**config.mk**
```make
export PLATFORM = sky130hd
export DESIGN_NAME = ajuste_tiempo_rep
export DESIGN_NICKNAME = d
export VERILOG_FILES = /design/src/rtl/ajuste_tiempo_rep.sv
export SDC_FILE = /design/constraint.sdc
export NUM_CORES = 1
export LEC_CHECK = 0
export ABC_AREA = 1
export BUFFER_PORTS_ARGS = -buffer_cell sky130_fd_sc_hd__buf_4
export CAP_MARGIN = 20
export CORE_ASPECT_RATIO = 1.25
export CORE_MARGIN = 2
export CORE_UTILIZATION = 65
export CTS_CLUSTER_SIZE = 8
export DETAILED_ROUTE_END_ITERATION = 7
export PLACE_DENSITY_LB_ADDON = 0.3
export SETUP_SLACK_MARGIN = 0.5
export SLEW_MARGIN = 20
export SYNTH_ARGS = -nofsm -noshare
export SYNTH_HDL_FRONTEND = slang
export SYNTH_SLANG_ARGS = --single-unit
export TNS_END_PERCENT = 20
```
**constraint.sdc**
```tcl
create_clock -name clk -period 4.05 [get_ports clk]
set_clock_uncertainty 0.15 [all_clocks]
set_input_delay 0.81 -clock clk [delete_from_list [all_inputs] [get_ports clk]]
set_output_delay 0.81 -clock clk [all_outputs]
set_load 0.05 [all_outputs]
```
**src/rtl/ajuste_tiempo_rep.sv**
```systemverilog
// ajuste_tiempo_rep
// -----------------
// Time-setting counter driven by two bouncing push buttons. Each button is
// sampled on a slow tick through a 3-flop chain (debounce plus edge detect).
// A press steps the value once. Holding the button starts auto-repeat after
// REP_DELAY ticks, then steps every REP_RATE ticks. The value stays within
// 0..VAL_MAX and wraps at both ends.
//
// Optional feature: define AJUSTE_SATURAR_EN to make the arithmetic saturate
// at 0 and VAL_MAX instead of wrapping. A step that does not change the value
// produces no pulso_cambio.
//
// Ports:
//   clk          system clock
//   rst_n        asynchronous active-low reset
//   btn_arriba   raw increment button (asynchronous, bouncing)
//   btn_abajo    raw decrement button (asynchronous, bouncing)
//   switch_en    block enable; 0 forces the value to 0
//   tiempo_out   current programmed value (registered)
//   pulso_cambio one-clk pulse in the first cycle tiempo_out shows a new value
//   en_max       tiempo_out == VAL_MAX (registered)
//   en_cero      tiempo_out == 0 (registered)

module ajuste_tiempo_rep #(
  parameter int WIDTH     = 5,
  parameter int VAL_MAX   = 20,
  parameter int CLK_DIV   = 250000,
  parameter int REP_DELAY = 100,
  parameter int REP_RATE  = 20
) (
  input  logic             clk,
  input  logic             rst_n,
  input  logic             btn_arriba,
  input  logic             btn_abajo,
  input  logic             switch_en,
  output logic [WIDTH-1:0] tiempo_out,
  output logic             pulso_cambio,
  output logic             en_max,
  output logic             en_cero
);

  localparam int CNT_W   = (CLK_DIV > 1) ? $clog2(CLK_DIV) : 1;
  localparam int REP_MAX = (REP_DELAY > REP_RATE) ? REP_DELAY : REP_RATE;
  localparam int REP_W   = (REP_MAX > 1) ? $clog2(REP_MAX) : 1;

  localparam logic [WIDTH-1:0] VMAX       = WIDTH'(VAL_MAX);
  localparam logic [CNT_W-1:0] CNT_LAST   = CNT_W'(CLK_DIV - 1);
  localparam logic [REP_W-1:0] DELAY_LAST = REP_W'(REP_DELAY - 1);
  localparam logic [REP_W-1:0] RATE_LAST  = REP_W'(REP_RATE - 1);

  typedef enum logic [1:0] {
    IDLE   = 2'd0,
    HOLD   = 2'd1,
    REPEAT = 2'd2
  } state_t;

  // One step of the value arithmetic in the selected mode.
  function automatic logic [WIDTH-1:0] step_val(input logic [WIDTH-1:0] v,
                                                input logic up);
    logic [WIDTH-1:0] r;
`ifdef AJUSTE_SATURAR_EN
    if (up) begin
      r = (v >= VMAX) ? VMAX : v + WIDTH'(1);
    end else begin
      r = (v == {WIDTH{1'b0}}) ? {WIDTH{1'b0}} : v - WIDTH'(1);
    end
`else
    if (up) begin
      r = (v >= VMAX) ? {WIDTH{1'b0}} : v + WIDTH'(1);
    end else begin
      r = (v == {WIDTH{1'b0}}) ? VMAX : v - WIDTH'(1);
    end
`endif
    return r;
  endfunction

  logic [CNT_W-1:0] div_cnt_r;
  logic             tick_s;
  logic [2:0]       up_sh_r;   // [0]=s0, [1]=s1, [2]=s2
  logic [2:0]       dn_sh_r;
  logic             press_up_s, press_dn_s, held_up_s, held_dn_s;
  logic             held_own_s, held_other_s;
  state_t           state_r, state_nxt_s;
  logic [REP_W-1:0] rep_cnt_r, rep_cnt_nxt_s;
  logic             dir_up_r, dir_up_nxt_s;
  logic             do_step_s, step_up_s;
  logic [WIDTH-1:0] val_nxt_s;

  assign tick_s = (div_cnt_r == CNT_LAST);

  // Free-running sampling-tick divider.
  always_ff @(posedge clk or negedge rst_n) begin
    if (!rst_n) begin
      div_cnt_r <= {CNT_W{1'b0}};
    end else if (tick_s) begin
      div_cnt_r <= {CNT_W{1'b0}};
    end else begin
      div_cnt_r <= div_cnt_r + CNT_W'(1);
    end
  end

  // Button sampler chains; they keep running while the block is disabled.
  always_ff @(posedge clk or negedge rst_n) begin
    if (!rst_n) begin
      up_sh_r <= 3'b000;
      dn_sh_r <= 3'b000;
    end else if (tick_s) begin
      up_sh_r <= {up_sh_r[1:0], btn_arriba};
      dn_sh_r <= {dn_sh_r[1:0], btn_abajo};
    end else begin
      up_sh_r <= up_sh_r;
      dn_sh_r <= dn_sh_r;
    end
  end

  assign press_up_s   = up_sh_r[1] & ~up_sh_r[2] & tick_s;
  assign press_dn_s   = dn_sh_r[1] & ~dn_sh_r[2] & tick_s;
  assign held_up_s    = up_sh_r[1] & up_sh_r[2];
  assign held_dn_s    = dn_sh_r[1] & dn_sh_r[2];
  assign held_own_s   = dir_up_r ? held_up_s : held_dn_s;
  assign held_other_s = dir_up_r ? held_dn_s : held_up_s;

  // Step decision and next FSM state; the FSM only moves on a tick.
  always_comb begin
    state_nxt_s   = state_r;
    rep_cnt_nxt_s = rep_cnt_r;
    dir_up_nxt_s  = dir_up_r;
    do_step_s     = 1'b0;
    step_up_s     = dir_up_r;
    if (tick_s) begin
      case (state_r)
        IDLE: begin
          // Simultaneous presses cancel each other.
          if (press_up_s ^ press_dn_s) begin
            do_step_s     = 1'b1;
            step_up_s     = press_up_s;
            dir_up_nxt_s  = press_up_s;
            rep_cnt_nxt_s = {REP_W{1'b0}};
            state_nxt_s   = HOLD;
          end else begin
            state_nxt_s   = IDLE;
          end
        end
        HOLD, REPEAT: begin
          // The opposite button takes priority and aborts without a step.
          if (held_other_s || !held_own_s) begin
            rep_cnt_nxt_s = {REP_W{1'b0}};
            state_nxt_s   = IDLE;
          end else if (rep_cnt_r == ((state_r == HOLD) ? DELAY_LAST : RATE_LAST)) begin
            do_step_s     = 1'b1;
            rep_cnt_nxt_s = {REP_W{1'b0}};
            state_nxt_s   = REPEAT;
          end else begin
            rep_cnt_nxt_s = rep_cnt_r + REP_W'(1);
          end
        end
        default: begin
          rep_cnt_nxt_s = {REP_W{1'b0}};
          state_nxt_s   = IDLE;
        end
      endcase
    end else begin
      state_nxt_s = state_r;
    end
  end

  assign val_nxt_s = do_step_s ? step_val(tiempo_out, step_up_s) : tiempo_out;

  // FSM state, repeat counter and registered outputs.
  always_ff @(posedge clk or negedge rst_n) begin
    if (!rst_n) begin
      state_r      <= IDLE;
      rep_cnt_r    <= {REP_W{1'b0}};
      dir_up_r     <= 1'b0;
      tiempo_out   <= {WIDTH{1'b0}};
      pulso_cambio <= 1'b0;
      en_max       <= 1'b0;
      en_cero      <= 1'b1;
    end else if (!switch_en) begin
      state_r      <= IDLE;
      rep_cnt_r    <= {REP_W{1'b0}};
      dir_up_r     <= dir_up_r;
      tiempo_out   <= {WIDTH{1'b0}};
      pulso_cambio <= (tiempo_out != {WIDTH{1'b0}});
      en_max       <= 1'b0;   // VAL_MAX is at least 1, so 0 is never the max
      en_cero      <= 1'b1;
    end else begin
      state_r      <= state_nxt_s;
      rep_cnt_r    <= rep_cnt_nxt_s;
      dir_up_r     <= dir_up_nxt_s;
      tiempo_out   <= val_nxt_s;
      pulso_cambio <= (val_nxt_s != tiempo_out);
      en_max       <= (val_nxt_s == VMAX);
      en_cero      <= (val_nxt_s == {WIDTH{1'b0}});
    end
  end

endmodule

```
Yosys cells after proc, flatten, opt, wreduce, memory -nomap -nowiden
Cells that the tools add are included.
W data, S select, Z words.
- flip-flop bits (word level): 42
- latch bits: 0
- RAM bits: 0
- ROM bits: 0
- memories: 0
- add/sub/neg operators: 4
- multipliers: 0
- divide/modulo/power cells: 0
- $lt $le $gt $ge: 1
- equality and inequality tests: 9
- shifts and indexed selects: 0
- muxes and demuxes: 32
- bitwise gates (word level): 9
- reductions and logical operators: 9
- operator list (cell ; number):
    $mux W7 ; 6
    $mux W5 ; 5
    $add A18 B1 Y18 const B ; 1
    $eq A18 B18 Y1 const B ; 1
    $mux W18 ; 1
    $pmux W7 S2 ; 1
    $mux W1 ; 13
    $logic_not A5 Y1 ; 2
    $mux W2 ; 4
    $add A7 B1 Y7 const B ; 1
    $eq A7 B7 Y1 ; 1
    $and A1 B1 Y1 ; 6
    $add A5 B1 Y5 const B ; 1
    $eq A5 B5 Y1 const B ; 1
    $ge A5 B5 Y1 const B ; 1
    $ne A5 B5 Y1 ; 1
    $reduce_bool A5 Y1 ; 1
    $sub A5 B1 Y5 const B ; 1
    $ne A4 B4 Y1 const B ; 1
    $pmux W2 S2 ; 1
    $reduce_and A2 Y1 ; 2
    $ne A3 B3 Y1 const B ; 1
    $eq A2 B1 Y1 const B ; 1
    $eq A2 B2 Y1 const B ; 1
    8 further kinds ; 9

Longest topological paths before layout
Gate-level depths: netlist (run 1).
- depth in word-level cells: 11
- depth in mapped cells: 16
- depth with buffers taken out: 16

Least setup slack after synthesis (run 1)
No wires, ideal clock.
- kind: register -> register
- from: reg tiempo_out[0]
- to: reg en_cero
- setup time: 0.060 ns
- arrival: 1.876 ns
- data required time: 3.840 ns
- setup slack: 1.964 ns
- cell stages (with the launch flop): 12
- period minus slack after synthesis: 2.086 ns
- cells stage by stage: dfrtp_1 inv_1 ha_1 nand3_1 inv_1 nor3_1 nand2_2 nand3_4 nand2_1 nor2_1 nand3_1 nand2_1
- cells in the longest elaborated chain, start to end: 6
- elaborated cells on any way between the ends: 10
- classes of those cells: 2 x add/sub; 1 x order compare; 5 x mux; 2 x reduce/logical
- ends and longest elaborated chain (what ; RTL line ; source):
    start, declared ; 36 ; output logic [WIDTH-1:0] tiempo_out,
    start signal, assigned ; 175 ; tiempo_out <= {WIDTH{1'b0}};
    start signal, assigned ; 183 ; tiempo_out <= {WIDTH{1'b0}};
    start signal, assigned ; 191 ; tiempo_out <= val_nxt_s;
    $sub A5 B1 Y5, or another cell as far along ; 71 ; r = (v == {WIDTH{1'b0}}) ? VMAX : v - WIDTH'(1);
    $mux W5 (on tied branches) ; 71, 69 ;
    $mux W5 ; 68 ; if (up) begin
    $mux W5 (*) ; 167 ; assign val_nxt_s = do_step_s ? step_val(tiempo_out, step_up_s) : tiempo_out;
    $logic_not A5 Y1 (*) ; 194 ; en_cero <= (val_nxt_s == {WIDTH{1'b0}});
    $mux W1 (*) ; 179 ; end else if (!switch_en) begin
    end signal, assigned ; 194 ;
    end, declared ; 39 ; output logic en_cero
Mark *: on every way between the ends. The rest lies on a longest branch, timed or not.
A chain may end at the register's enable or synchronous reset.

Worst setup path in the final report (run 1)
- from: reg div_cnt_r[0]
- to: reg en_max
- cells in the longest elaborated chain, start to end: 10
- elaborated cells on any way between the ends: 14
- classes of those cells: 2 x eq/ne; 9 x mux; 3 x bitwise
- ends and longest elaborated chain (what ; RTL line ; source):
    start, declared ; 77 ; logic [CNT_W-1:0] div_cnt_r;
    start signal, assigned ; 94 ; div_cnt_r <= {CNT_W{1'b0}};
    start signal, assigned ; 96 ; div_cnt_r <= {CNT_W{1'b0}};
    start signal, assigned ; 98 ; div_cnt_r <= div_cnt_r + CNT_W'(1);
    $eq A18 B18 Y1 (*) ; 89 ; assign tick_s = (div_cnt_r == CNT_LAST);
    $and A1 B1 Y1 (on tied branches) ; 116, 117 ;
    $xor A1 B1 Y1 ; 134 ; if (press_up_s ^ press_dn_s) begin
    $mux W1 ; 134 ;
    $mux W1 ; 131 ; case (state_r)
    $mux W1 ; -- ;
    $mux W5 ; 68 ;
    $mux W5 (*) ; 167 ;
    $eq A5 B5 Y1 (*) ; 193 ; en_max <= (val_nxt_s == VMAX);
    $mux W1 (*) ; 179 ;
    end signal, assigned ; 193 ;
    end, declared ; 38 ; output logic en_max,
Marks and branches as above.

==> results list, run 1 <==
- After synthesis, the netlist uses 35 different library cells.
- Sum of negative setup slack: 0 ps
- Share of cell area taken by muxes after synthesis: 0
- Area grow syn2layout: 8.80%
- CTS Root Cell: sky130_fd_sc_hd__clkbuf_8
- Area of the placeable core: 3750 um2
* Max incr delay on CP: 390 ps
* VDD IR max: 0.232 mV
- The number of antenna violations at the first check in global routing was 0.
* Sequential share of the synthesized area: 0.416
* Worst min-delay path startpoint: dn_sh_r[0]
- Setup repair after global routing left no endpoint under its margin.
- Hold Path Cell Cnt: 2
* Adder-cell area share of the yosys netlist: 0.0395
- Hold repair after CTS inserted 0 buffers.
* Destination of the worst hold path: dn_sh_r[0]
- Count of input and output buffers: 12
- # setup viols final: 0
- Power spread over the standard cell area amounts to 266 nW/um2.
- Synth Area in Compound Gates: 0.0885
* Sink Count: 42
* CP Launch Type: flop
* Max-slew violation total from the final report: 0
- For this design the static power due to leakage is 1.34 nW.
- Period utilisation layout: 0.574
- Data on the critical path arrives at its endpoint at 2400 ps.
- Counting I/O delays and the setup requirement, the final critical path takes 2320 ps.
* Pin count of the biggest net entering global routing: 43
- The detailed router placed 2132 vias in this run.
* Fraction of final layout cells with drive strength greater than 1: 0.144
* Final weighted congestion of routability-driven global placement: 0.945
- Clock latency on the worst-skew pair, taken at its later pin, is 300 ps.
- Required time of the critical path: 4130 ps
- After synthesis the netlist holds a flip-flop and latch count of 42.
- Post-detailed-route DRC marker count: 0
* HPWL reported at the end of detailed placement: 3620 um
- Die outline height: 73.8 um
* Syn Area/Cell: 7.53 um2
- Timing would allow up to 430 MHz.
* Total setup buffers inserted after CTS: 0
- End of the worst register-to-register path: en_max
- Hold Violations, Final: 0
- Kind of critical path: reg2reg
* Worst-path clk slew: 80 ps
- In the routed layout, each cell is associated on average with a via count of 5.41.
- Cells along the critical path: ha_1 -> nand3_2 -> clkinv_1 -> nand3_2 -> nor2_4 -> nand3_2 -> nand2_2 -> nand2_4 -> inv_4 -> nand3_1 -> o21ai_1 -> nand3_1 -> nor2_1
- For this run, the post-layout net count is 366.
- Setup slack, reg-to-reg: 1730 ps
- Measured against its own limit, the worst slew margin works out to 0.647.
- For this configuration, the core starts out at a cell density of 0.674.
- R2R Path Start: div_cnt_r[0]
- Number of nets still failing antenna checks after routing: 0
- Number of placement rows: 25
- Num CTS Buffers: 5
* Master of the slowest instance on the critical path: sky130_fd_sc_hd__dfrtp_1
- Wire length of the first global-routing pass: 8420 um
- Counting every instance in the synthesized netlist gives 336.
- Total track usage: 0.253
- The number of global-route vias before repair came to 2062.
- # Max-Cap Violations: 0
- For this design the top-level I/O count stands at 13.
- Critical Path Sink Type: flop
* Yosys warning total: 0
- The worst hold path belongs to the class reg2reg.
- The detailed router finished its first iteration with 127 violations.
- Total power draw: 733 uW
- Counting every net in the synthesized netlist gives 349.
- 1st-pass router iterations: 4
- Number of gates given a new drive strength after cts: 0
- Synthesized-area fraction occupied by xor and xnor cells: 0.0208
- After detailed routing, the average wire length per cell comes to 12.0 um.
- Diodes inserted: 0
- Of the total synthesized cell area, the portion taken by AND, OR, NAND and NOR gates is 0.351.
- CP dominant cell by count: sky130_fd_sc_hd__nand3_2
- Final hold slack: 333 ps
* Run status: finished, final reports clean
- R2R cell count: 13
- The clock tree synthesis step divided the H-tree into 2 levels.
* Die X: 59.8 um
* Total wire length: 4740 um
- For this run the aggregate overflow at the end of global routing stands at 0.
* DIE AREA: 4410 um2
- TritonCTS clock tree: built
* Actual transition at the worst max-transition pin: 530 ps
* Main combinational cell family by area after synthesis: simple AND/OR/NAND/NOR gates
- Of all nets on the critical path, the largest fanout is 15.
* Synthesized area: 2530 um2
* Buffers from clock root to sink, at most: 2
## stage by stage
stage          std cells  area, um2  setup WS (ps)   util
2_1_floorplan        336       2530           1960      -
5_1_grt              394       2750           1460  0.734
6_report             394       2750           1730  0.734
3_5_place_dp         386       2660           1760  0.709
4_1_cts              394       2750           1730  0.734
3_3_place_gp         386       2660           1830  0.709
## worst max path at each step
| stage | startpoint | to | slack, ps | depth (start not counted) |
|---|---|---|---|---|
| after floorplan | tiempo_out[0] | en_cero | 1960 | 11 |
| after global placement | div_cnt_r[0] | en_max | 1830 | 13 |
| after detailed placement | div_cnt_r[0] | en_max | 1760 | 13 |
| after CTS | div_cnt_r[0] | en_max | 1730 | 13 |
| after global routing | div_cnt_r[0] | en_max | 1460 | 13 |
| final | div_cnt_r[0] | en_max | 1730 | 13 |
## per-layer routing
metal	part of all wire	wire, um	global-route usage	vias to the layer above
met4	0.034	163	0.119	0
li1	-	-	-	1103
met3	0.041	194	0.0634	18
met5	0	0	0	-
met2	0.48	2290	0.414	46
met1	0.44	2090	0.307	965
## sequential cells by signal (all words and copies together), names as in the netlist
name	count
dir_up_r	1
div_cnt_r	18
dn_sh_r	3
en_cero	1
en_max	1
pulso_cambio	1
rep_cnt_r	7
state_r	2
tiempo_out	5
up_sh_r	3
## worst max-delay path, delay by kind of cell, from the launching register on
family	cells	cell delay (ps)
AND/OR/NAND/NOR	9	1170
flip-flops	1	390
adder cells (fa/ha/maj)	1	210
buffers and inverters	2	170
AO/OA/AOI/OAI	1	150
## layout by cell type (no fill, tap or decap), types with 5 or more instances in the layout
master                      n
sky130_fd_sc_hd__o21ai_0   21
sky130_fd_sc_hd__inv_1     46
sky130_fd_sc_hd__nand3_2    5
sky130_fd_sc_hd__nor2_1    44
sky130_fd_sc_hd__dfrtp_1   41
sky130_fd_sc_hd__a21oi_1    7
sky130_fd_sc_hd__nand2_1   80
sky130_fd_sc_hd__ha_1       8
sky130_fd_sc_hd__nor3_1     9
sky130_fd_sc_hd__inv_2      5
sky130_fd_sc_hd__buf_4     12
sky130_fd_sc_hd__clkbuf_8   6
sky130_fd_sc_hd__nand3_1   28
## final cells by class
type                            count  area, um2
Multi-Input combinational cell    238       1260
Clock inverter                      1       5.00
Sequential cell                    42       1050
Fill cell                         300       1000
Timing Repair Buffer               12       90.1
Inverter                           54        205
Clock buffer                        7       86.3
Tap cell                           40       50.0
## power by group
part | total (mW) | switching [mW] | internal, mW | leakage [nW]
logic | 0.0386 | 0.0285 | 0.0101 | 0.735
registers | 0.422 | 0.00167 | 0.421 | 0.558
clock network | 0.272 | 0.135 | 0.137 | 0.0482
total | 0.733 | 0.165 | 0.568 | 1.34
## Yosys cell counts
master,instances,area share
sky130_fd_sc_hd__inv_4,1,0.0025
sky130_fd_sc_hd__xor2_1,4,0.014
sky130_fd_sc_hd__a21oi_4,2,0.013
sky130_fd_sc_hd__nor3b_2,2,0.0099
sky130_fd_sc_hd__a22oi_1,1,0.0030
sky130_fd_sc_hd__o21a_1,1,0.0030
sky130_fd_sc_hd__o41ai_1,1,0.0035
sky130_fd_sc_hd__nand2_2,3,0.0074
sky130_fd_sc_hd__dfrtp_1,41,0.41
sky130_fd_sc_hd__o21ai_1,1,0.0020
sky130_fd_sc_hd__xnor2_1,2,0.0069
sky130_fd_sc_hd__nor2_1,44,0.065
sky130_fd_sc_hd__nor3_1,9,0.018
sky130_fd_sc_hd__dfstp_2,1,0.010
sky130_fd_sc_hd__buf_2,1,0.0020
sky130_fd_sc_hd__a31o_2,1,0.0035
sky130_fd_sc_hd__nand3_2,5,0.020
sky130_fd_sc_hd__nor3_2,2,0.0079
sky130_fd_sc_hd__clkinv_1,2,0.0030
sky130_fd_sc_hd__nand2_1,80,0.12
sky130_fd_sc_hd__nand3_1,28,0.055
sky130_fd_sc_hd__a21oi_1,7,0.014
sky130_fd_sc_hd__nand4_1,4,0.0099
sky130_fd_sc_hd__clkbuf_1,1,0.0015
sky130_fd_sc_hd__inv_2,5,0.0074
sky130_fd_sc_hd__o211ai_1,1,0.0030
sky130_fd_sc_hd__nand2_4,3,0.013
sky130_fd_sc_hd__nor2_4,1,0.0044
sky130_fd_sc_hd__nor2_2,4,0.0099
sky130_fd_sc_hd__o21ai_0,21,0.042
sky130_fd_sc_hd__inv_1,46,0.068
sky130_fd_sc_hd__a31oi_1,1,0.0025
sky130_fd_sc_hd__nand3b_2,1,0.0044
sky130_fd_sc_hd__nand3_4,1,0.0069
sky130_fd_sc_hd__ha_1,8,0.040
## cells by family (layout without fill, tap and decap cells)
group | after synthesis | after routing
and+or+nand+nor | 187 | 187
buffers and inverters | 56 | 74
DFF | 42 | 42
AOI/OAI and AO/OA | 37 | 37
adders and majority gates | 8 | 8
xor gates and xnor gates | 6 | 6
No activity file was read; power rests on OpenSTA's default activity.
==> inputs of run 2 (changes only) <==
CORE_UTILIZATION = 55   (was 65)
clock period = 2 ns   (was 4.05 ns; I/O delays follow)
==> run 2 against run 1 <==
  * Die area rose by 17%
  * Via count rose by 17%
  * Critical path depth fell by 2
  * Largest power group unchanged
  * The flow now finishes with violations (negative setup slack)
  * Combinational power rose to 3.1 times the previous value
==> results list, run 2 (synthesis results as in run 1) <==
- For this configuration, the core starts out at a cell density of 0.572.
* Diodes inserted: 0
- VDD IR max: 0.411 mV
- The region available for standard cell placement spans 4430 um2.
* Buffers from clock root to sink, at most: 2
- Setup slack, reg-to-reg: -110 ps
- Global routing finished with a remaining overflow of 0.
* Num CTS Buffers: 5
* Area of the multi-input gates: 1560 um2
- Input and output buffers added on the ports amount to 12.
- Wire length of the first global-routing pass: 9940 um
* Die X: 64.7 um
* Max FFs per register: 18
- HP Class: in2reg
- Across all setup checks in the final design, the least slack found is -114 ps.
* Leakage: 1.69 nW
* Setup repair after global routing missed its margin: yes
- CP Launch Type: flop
- The path with the worst hold slack has its endpoint at dn_sh_r[0].
- Detailed router's first-iteration violation count: 164
* Net switching power: 401 uW
- Worst slack at placement: -163 ps
- DIE AREA: 5160 um2
- Biggest regs: div_cnt_r: 18 flops, rep_cnt_r: 7 flops, tiempo_out: 5 flops
- The number of failing hold endpoints at the final stage is 0.
* TritonCTS clock tree: built
- The worst hold path begins at btn_abajo.
- Number of I/O pins: 13
* Number of antenna violations at the first check in global routing: 0
- Highest-count cells in the layout ignoring fill and taps: sky130_fd_sc_hd__nand2_1 (67), sky130_fd_sc_hd__buf_4 (48), sky130_fd_sc_hd__inv_1 (41)
- Number of placement rows: 27
* Period utilisation layout: 1.06
- Using the TritonRoute via totals, the vias-per-cell ratio works out to 5.44.
- Fraction of final layout cells with drive strength greater than 1: 0.395
* Via count of the routed design: 2490
- The worst register-to-register path ends at tiempo_out[3].
- Hold Path Cell Cnt: 3
* Actual transition at the worst max-transition pin: 552 ps
* Clk pwr share: 0.415
- CTS Root Cell: sky130_fd_sc_hd__clkbuf_8
- Level count of the clock H-tree: 2
* Via count of the first global-routing pass: 2334
* Worst-path clk slew: 80 ps
* Clock latency on the worst-skew pair: 300 ps
- # Max-Cap Violations: 0
- Sequential Area: 1060 um2
- Required time of the critical path: 2050 ps
- STA puts the critical path data arrival time at 2160 ps.
- Max transition margin: 0.632
- Of the total power, registers draw 0.513.
* Sum of negative setup slack: -736 ps
- Count of fill cells added during filler insertion: 291
* Critical Path Sink Type: flop
* Failing checks: negative setup slack
* Power per standard cell area: 475 nW/um2
* Total track usage: 0.247
- The share of total power dissipated in combinational logic is 0.072.
- Based on the critical path, the design can be clocked at up to 473 MHz.
- Largest driver fanout on the critical path: 6
- The number of pins with negative max-slew slack in the final report was 0.
- After detailed routing, the average wire length per cell comes to 15.0 um.
- Once detailed placement completed, the half-perimeter wirelength came to 3970 um.
* Net Sw Frac: 0.241
- NumNets Final: 412
- Internal power: 1.26 mW
* # setup viols final: 12
- Sink Count: 42
- 1st-pass router iterations: 4
- The setup path with the least slack is of type reg2reg.
- Area grow syn2layout: 38.7%
* Run status: finished, violations left
- Largest Register: div_cnt_r
- The worst register-to-register path begins at div_cnt_r[5].
- Leaving out fill and tap cells, the most frequent cell in the layout is sky130_fd_sc_hd__nand2_1.
* Post-detailed-route DRC marker count: 0
- Number of nets still failing antenna checks after routing: 0
- Total wire length: 6850 um
- Final weighted congestion of routability-driven global placement: 1.03
- Die outline height: 79.8 um
- Pin count of the biggest net entering global routing: 43
* R2R cell count: 11
* Post-layout minimum cycle time: 2110 ps
[run 2: power groups by stage]
stage               Sequential, mW  Combinational (mW)  Clock, mW
floorplan                    0.871              0.0454          0
global placement             0.871              0.0840          0
detailed placement           0.871              0.0850          0
CTS                          0.854               0.104      0.694
global route                 0.855               0.131      0.731
finish                       0.856               0.120      0.691
[run 2: how the worst max path moves through the flow]
stage / startpoint / endpoint / slack, ps / cells past startpoint
3_3_place_gp: state_r[0] / en_max / -60 / 12
3_5_place_dp: state_r[0] / pulso_cambio / -160 / 13
5_1_grt: div_cnt_r[7] / tiempo_out[1] / -240 / 13
6_report: div_cnt_r[5] / tiempo_out[3] / -110 / 11
2_1_floorplan: div_cnt_r[0] / div_cnt_r[16] / 110 / 12
4_1_cts: div_cnt_r[0] / en_max / -40 / 13
[run 2: repair_timing]
| action | 4_1_cts | 5_1_grt |
|---|---|---|
| hold buffers | 1 | 0 |
| pin swaps | 26 | 23 |
| cloned | 0 | 0 |
| endpoints found under the setup margin | 44 | 46 |
| resized for setup | 43 | 52 |
| buffers inserted | 14 | 12 |
| hold endpoints to repair | 41 | 0 |
[run 2: cell type report]
cell class / instances / area share
timing repair buffer: 58 / 0.140
tap: 58 / 0.0207
clock inverter: 3 / 0.0128
sequential: 42 / 0.301
multi-input combinational: 238 / 0.445
clock buffer: 5 / 0.0196
inverter: 54 / 0.0609
[run 2: critical path, cell delays in order, from the launching register on]
cell and delay [ps]:
sky130_fd_sc_hd__dfrtp_1 420, sky130_fd_sc_hd__nor2_2 200, sky130_fd_sc_hd__nand3_2 160, sky130_fd_sc_hd__nor2_4 230
sky130_fd_sc_hd__nand3_4 130, sky130_fd_sc_hd__nand2_4 140, sky130_fd_sc_hd__nand2_4 100, sky130_fd_sc_hd__nand2_1 80
sky130_fd_sc_hd__nand3_1 90, sky130_fd_sc_hd__o21ai_2 120, sky130_fd_sc_hd__buf_4 150, sky130_fd_sc_hd__nor2_1 30
[run 2: layer usage]
metal  wire, um  up-vias  share of wire  GRT usage
met5          0        -              0          0
met4        123        0          0.018      0.106
met3        258       13          0.038     0.0353
met2       3880       76           0.57      0.470
met1       2590     1211           0.38      0.270
li1           -     1190              -          -
[run 2: metrics by stage]
step | utilization | cell area [um2] | hold slack, ps | instances | power, mW
global placement | 0.643 | 2850 | 270 | 423 | 0.956
CTS | 0.726 | 3210 | 139 | 446 | 1.65
finish | 0.793 | 3510 | 142 | 458 | 1.67
floorplan | - | 2550 | -45.6 | 336 | 0.916
detailed placement | 0.643 | 2850 | 267 | 423 | 0.956
global route | 0.793 | 3510 | 152 | 458 | 1.72
